## config.mk

```make
export PLATFORM = sky130hd
export DESIGN_NAME = fb_port_arbiter
export DESIGN_NICKNAME = d
export VERILOG_FILES = /design/src/rtl/fb_pkg.sv /design/src/rtl/fb_clear_seq.sv /design/src/rtl/fb_port_arbiter.sv
export SDC_FILE = /design/constraint.sdc
export NUM_CORES = 1
export LEC_CHECK = 0
export ABC_AREA = 1
export ABC_CLOCK_PERIOD_IN_PS = 2150
export CAP_MARGIN = 0
export CORE_ASPECT_RATIO = 0.75
export CORE_MARGIN = 3
export CORE_UTILIZATION = 48
export DETAILED_ROUTE_END_ITERATION = 12
export PLACE_DENSITY = 0.8
export SYNTH_ARGS = -nofsm -noshare
export SYNTH_HDL_FRONTEND = slang
export SYNTH_HIERARCHICAL = 1
export SYNTH_SLANG_ARGS = --single-unit
```

## constraint.sdc

```tcl
create_clock -name CLOCK_50 -period 2.15 [get_ports CLOCK_50]
set_clock_uncertainty 0.05 [all_clocks]
set_input_delay 0.43 -clock CLOCK_50 [delete_from_list [all_inputs] [get_ports CLOCK_50]]
set_output_delay 0.43 -clock CLOCK_50 [all_outputs]
set_load 0.01 [all_outputs]
```

## src/rtl/fb_pkg.sv

```systemverilog
// Shared constants and types for the frame buffer port arbiter.
package fb_pkg;

  localparam int H_RES   = 640;
  localparam int V_RES   = 480;
  localparam int ADDR_W  = 19;
  localparam int DATA_W  = 8;
  localparam int NUM_PIX = H_RES * V_RES;

  typedef enum logic [1:0] {
    IDLE,
    FILL,
    DONE
  } clr_state_t;

  typedef enum logic [1:0] {
    G_NONE,
    G_READ,
    G_CLEAR,
    G_DRAW
  } grant_t;

endpackage

```

## src/rtl/fb_clear_seq.sv

```systemverilog
// Full-frame clear sequencer: walks addresses 0..NUM_PIX-1 writing a latched colour,
// advancing only in cycles where the arbiter grants it the memory port.
module fb_clear_seq #(
  parameter int ADDR_W  = fb_pkg::ADDR_W,
  parameter int DATA_W  = fb_pkg::DATA_W,
  parameter int NUM_PIX = fb_pkg::NUM_PIX
) (
  input  logic              clk,
  input  logic              rst_n,
  input  logic              start,
  input  logic [DATA_W-1:0] color_in,
  input  logic              granted,
  output logic              busy,
  output logic              done,
  output logic [ADDR_W-1:0] addr,
  output logic [DATA_W-1:0] color
);

  import fb_pkg::*;

  localparam logic [ADDR_W-1:0] LAST_ADDR = ADDR_W'(NUM_PIX - 1);

  clr_state_t state;

  // The counter stops on the last address rather than incrementing past it.
  always_ff @(posedge clk or negedge rst_n) begin
    if (!rst_n) begin
      state <= IDLE;
      addr  <= '0;
      color <= '0;
      busy  <= 1'b0;
      done  <= 1'b0;
    end else begin
      case (state)
        IDLE: begin
          done <= 1'b0;
          if (start) begin
            color <= color_in;
            addr  <= '0;
            busy  <= 1'b1;
            state <= FILL;
          end
        end
        FILL: begin
          if (granted) begin
            if (addr == LAST_ADDR) begin
              busy  <= 1'b0;
              done  <= 1'b1;
              state <= DONE;
            end else begin
              addr <= addr + ADDR_W'(1);
            end
          end
        end
        DONE: begin
          done  <= 1'b0;
          state <= IDLE;
        end
        default: begin
          busy  <= 1'b0;
          done  <= 1'b0;
          state <= IDLE;
        end
      endcase
    end
  end

endmodule

```

## src/rtl/fb_port_arbiter.sv

```systemverilog
// Frame buffer SRAM port arbiter: scanout reads first, then the clear sequencer,
// then draw-engine writes; the granted access is registered onto the SRAM bus.
module fb_port_arbiter #(
  parameter int ADDR_W  = fb_pkg::ADDR_W,
  parameter int DATA_W  = fb_pkg::DATA_W,
  parameter int NUM_PIX = fb_pkg::NUM_PIX
) (
  input  logic              CLOCK_50,
  input  logic              Reset_N,
  input  logic              rd_req,
  input  logic [ADDR_W-1:0] rd_addr,
  output logic [DATA_W-1:0] rd_data,
  output logic              rd_valid,
  input  logic              wr_req,
  input  logic [ADDR_W-1:0] wr_addr,
  input  logic [DATA_W-1:0] wr_data,
  output logic              wr_ack,
  input  logic              clear_start,
  input  logic [DATA_W-1:0] clear_color,
  output logic              clear_busy,
  output logic              clear_done,
  output logic [ADDR_W-1:0] mem_addr,
  output logic [DATA_W-1:0] mem_wdata,
  output logic              mem_we,
  input  logic [DATA_W-1:0] mem_rdata
);

  import fb_pkg::*;

  grant_t            grant;
  logic              clr_granted;
  logic [ADDR_W-1:0] clr_addr;
  logic [DATA_W-1:0] clr_color;
  logic [1:0]        rd_pipe;

  fb_clear_seq #(
    .ADDR_W  (ADDR_W),
    .DATA_W  (DATA_W),
    .NUM_PIX (NUM_PIX)
  ) u_clear_seq (
    .clk      (CLOCK_50),
    .rst_n    (Reset_N),
    .start    (clear_start),
    .color_in (clear_color),
    .granted  (clr_granted),
    .busy     (clear_busy),
    .done     (clear_done),
    .addr     (clr_addr),
    .color    (clr_color)
  );

  always_comb begin
    grant = G_NONE;
    if (rd_req) begin
      grant = G_READ;
    end else if (clear_busy) begin
      grant = G_CLEAR;
    end else if (wr_req) begin
      grant = G_DRAW;
    end
  end

  assign wr_ack      = (grant == G_DRAW);
  assign clr_granted = (grant == G_CLEAR);

  // rd_pipe tracks a read through the address and SRAM-access cycles; the
  // returned byte is captured as the third stage together with rd_valid.
  always_ff @(posedge CLOCK_50 or negedge Reset_N) begin
    if (!Reset_N) begin
      mem_addr  <= '0;
      mem_wdata <= '0;
      mem_we    <= 1'b0;
      rd_pipe   <= '0;
      rd_valid  <= 1'b0;
      rd_data   <= '0;
    end else begin
      rd_pipe  <= {rd_pipe[0], (grant == G_READ)};
      rd_valid <= rd_pipe[1];
      if (rd_pipe[1]) begin
        rd_data <= mem_rdata;
      end
      case (grant)
        G_READ: begin
          mem_addr <= rd_addr;
          mem_we   <= 1'b0;
        end
        G_CLEAR: begin
          mem_addr  <= clr_addr;
          mem_wdata <= clr_color;
          mem_we    <= 1'b1;
        end
        G_DRAW: begin
          mem_addr  <= wr_addr;
          mem_wdata <= wr_data;
          mem_we    <= 1'b1;
        end
        default: begin
          mem_we <= 1'b0;
        end
      endcase
    end
  end

endmodule
```

==> flow_summary.ini <==
[worst_setup_path]
crit_slowest_cell = sky130_fd_sc_hd__clkdlybuf4s50_1
rr_endpoint = u_clear_seq/addr[4]
critical_path_start_end_classification = in -> out
worstPathMaxFanout = 3
worstPathRequired_ps = 1670
worst_r2r_path_depth = 9
cpPeakStageDelay_ps = 500
crit-reg2reg-launch = u_clear_seq/addr[0]
worstSetupEndpointType = output port
crit_path_cell_trace = clkdlybuf4s50_1 -> nand2_1 -> nor2_4 -> dlygate4sd2_1
ff2ff_setup_slack_ps = 310
critPathArrivalTime_ps = 1450
worst_setup_path_start_kind = primary input

[route]
route.final.wire_length_um = 10500
route.detailed.drc = 0
routed_length_on_met1_um = 4710
drt-wirelength-per-cell_um = 15.1
drt_pass1_iterations = 5
maxUsedRoutingLayer = met4
detailroute.wirelength.met3_um = 958
iteration_0_drc_markers = 331
drt.antenna.violating_nets = 0
vias_per_cell = 5.21
met2WireLength_um = 4740
route.vias.total = 3618

[global_routing]
antenna_found_initial = 0
global_route_wire_length_before_repair_um = 17100
grt-ovfl-total = 0
track_usage_pct = 23.6
first_global_vias = 3504
grt_start_max_net_pins = 71

[logic_synthesis]
synth_top_area_share_pct = 45.7
synthesis.area_per_instance_um2 = 8.04
synth.top_cells.by_area = sky130_fd_sc_hd__dfrtp_1 (46%), sky130_fd_sc_hd__nand2_1 (11%), sky130_fd_sc_hd__nor2_1 (10%)
async_reset_ff_share_pct = 100
yosysUniqueCellTypes = 29
synth_flop_cell = sky130_fd_sc_hd__dfrtp_1
synthMostInstantiatedCell = sky130_fd_sc_hd__nand2_1
synth_edf_count = 0
synth_nets = 545
yosys_warnings = 6
synthCells = 477
synth.top_cells.by_count = sky130_fd_sc_hd__nand2_1 (111), sky130_fd_sc_hd__nor2_1 (102), sky130_fd_sc_hd__dfrtp_1 (70), sky130_fd_sc_hd__inv_1 (39), sky130_fd_sc_hd__nand3_1 (38)
yosysSeqAreaShare_pct = 45.7
synth-seq-cells = 70
synth_largest_area_cell = sky130_fd_sc_hd__dfrtp_1
area_of_the_mapped_netlist_um2 = 3830

[status]
run_status = finished clean

[cells_and_area]
antenna-diode-count = 0
layout.cell_area.non_filler_um2 = 5220
multi_input_area_um2 = 1760
final_design_utilization_pct = 69.3
syn2layout_area_growth_pct = 36.2
fillerInstances = 577
seq_area_um2 = 1750
post_route_cells_drive_above_1_share_pct = 12.6
nNetsFinal = 657
final_cells = 695

[timing]
max_freq_ghz = 0.519
timing_max_transition_violations_final = 0
layout_min_cycle_time_ps = 1930
hold_viol_final = 0
fin_crit_sh_pct = 89.7
worst_pin_slew_ps = 402
slew_headroom_pct = 73.1
final.setup.tns_ps = 0
postLayoutSetupSlackWorst_ps = 222
setup_viol = 0
setup_repair_after_global_routing_missed_its_margin = false

[placement]
place_area_um2 = 4980
detailed_place_hpwl_um = 7580
placed_cells = 679
port_buffers = 106
post-place-ws_ps = -65.8
gp_routability_congestion = 0.915

[cts]
hold_buffers = 0
ctsRootBufferMaster = sky130_fd_sc_hd__clkbuf_8
ctsLongestPathBuffers = 2
cts_tree = built
post-cts-setup-buffers = 0
clkLatencyLatePin_ps = 350
num_cts_buffers = 9
clock_sinks = 70
clkTransAtPathRegs_ps = 70
ctsHtreeMaxLevel = 3

[min_path]
timing.hold.worst.class = in -> async

[power]
power_leakage_nw = 2.34
power_per_cell_area_nw_per_um2 = 986
power.ir.vdd_worst_v = 0.000575

[floorplanning]
die-height_um = 83.4
row_count = 27
design.core.area_um2 = 7530
start_util_pct = 50.9
i_o_pin_count = 107
die_width_um = 109
die_area_um2 = 9110

[flow_run]
max_cap_violations = 0
## kinds of logic after synthesis
family / count (synthesis) / synth area share (%)
xor gates and xnor gates: 8 / 1.83
muxes: 16 / 4.70
DFF: 70 / 45.7
buffers and inverters: 62 / 8.55
and+or+nand+nor: 296 / 34.7
AOI/OAI and AO/OA: 24 / 4.21
adders and majority gates: 1 / 0.326
## where the power goes
group / switching (mW) / total (mW) / leakage (nW) / internal [mW]
Clock: 0.500 / 1.30 / 0.120 / 0.805
Sequential: 0.221 / 1.88 / 0.876 / 1.66
Combinational: 1.07 / 1.97 / 1.34 / 0.907
## stage by stage
stage | hold slack (ps) | power, mW
finish | 38.4 | 5.15
global route | 80.7 | 5.47
CTS | 64.5 | 5.18
detailed placement | 286 | 3.86
global placement | 286 | 3.78
floorplan | 84.4 | 3.00
## sequential cells by signal, indices dropped and copies added (netlist names), 2 cells and up
register / count
u_clear_seq/color: 8
rd_data: 8
u_clear_seq/state: 2
mem_addr: 19
u_clear_seq/addr: 19
rd_pipe: 2
mem_wdata: 8
## critical path: cells and delay by family
kind / cells / cell delay (ps)
buffers and inverters: 2 / 780
AND/OR/NAND/NOR: 2 / 240
## worst max path at each step
stage,start,end,cells past startpoint
3_3_place_gp,wr_req,wr_ack,4
3_5_place_dp,wr_req,u_clear_seq/addr[9],12
5_1_grt,wr_req,u_clear_seq/addr[11],11
6_report,wr_req,wr_ack,4
2_1_floorplan,u_clear_seq/busy,u_clear_seq/addr[10],13
4_1_cts,wr_req,wr_ack,4
## final cells by class
class / instances / share of cell area (%)
Sequential cell: 70 / 33.5
Tap cell: 101 / 2.42
Multi-Input combinational cell: 345 / 33.6
Clock inverter: 5 / 2.04
Timing Repair Buffer: 119 / 22.5
Inverter: 44 / 3.16
Clock buffer: 11 / 2.71
## routing by layer
metal	track usage (%)	vias up
met4	4.53	0
met5	0	-
met3	6.53	10
met1	32.7	1700
met2	37.3	162
li1	-	1746
## repair_timing
action / CTS / global route
endpoints found under the setup margin: 1 / 0
resized for setup: 1 / 0
endpoints found under the hold margin: 0 / 0
## layout by cell type, fill, tap and decap left out, drive strengths merged
cell / count
and2: 3
dfrtp: 70
a21oi: 1
ha: 1
nand3: 40
xor2: 5
bufinv: 3
nor2: 108
mux2: 16
o21ai: 23
dlygate4sd2: 1
nand2: 117
nand4: 24
clkinvlp: 1
clkinv: 2
clkdlybuf4s50: 104
clkbuf: 11
nand3b: 4
buf: 14
xnor2: 3
inv: 43
Power figures use the tool's default switching activity.
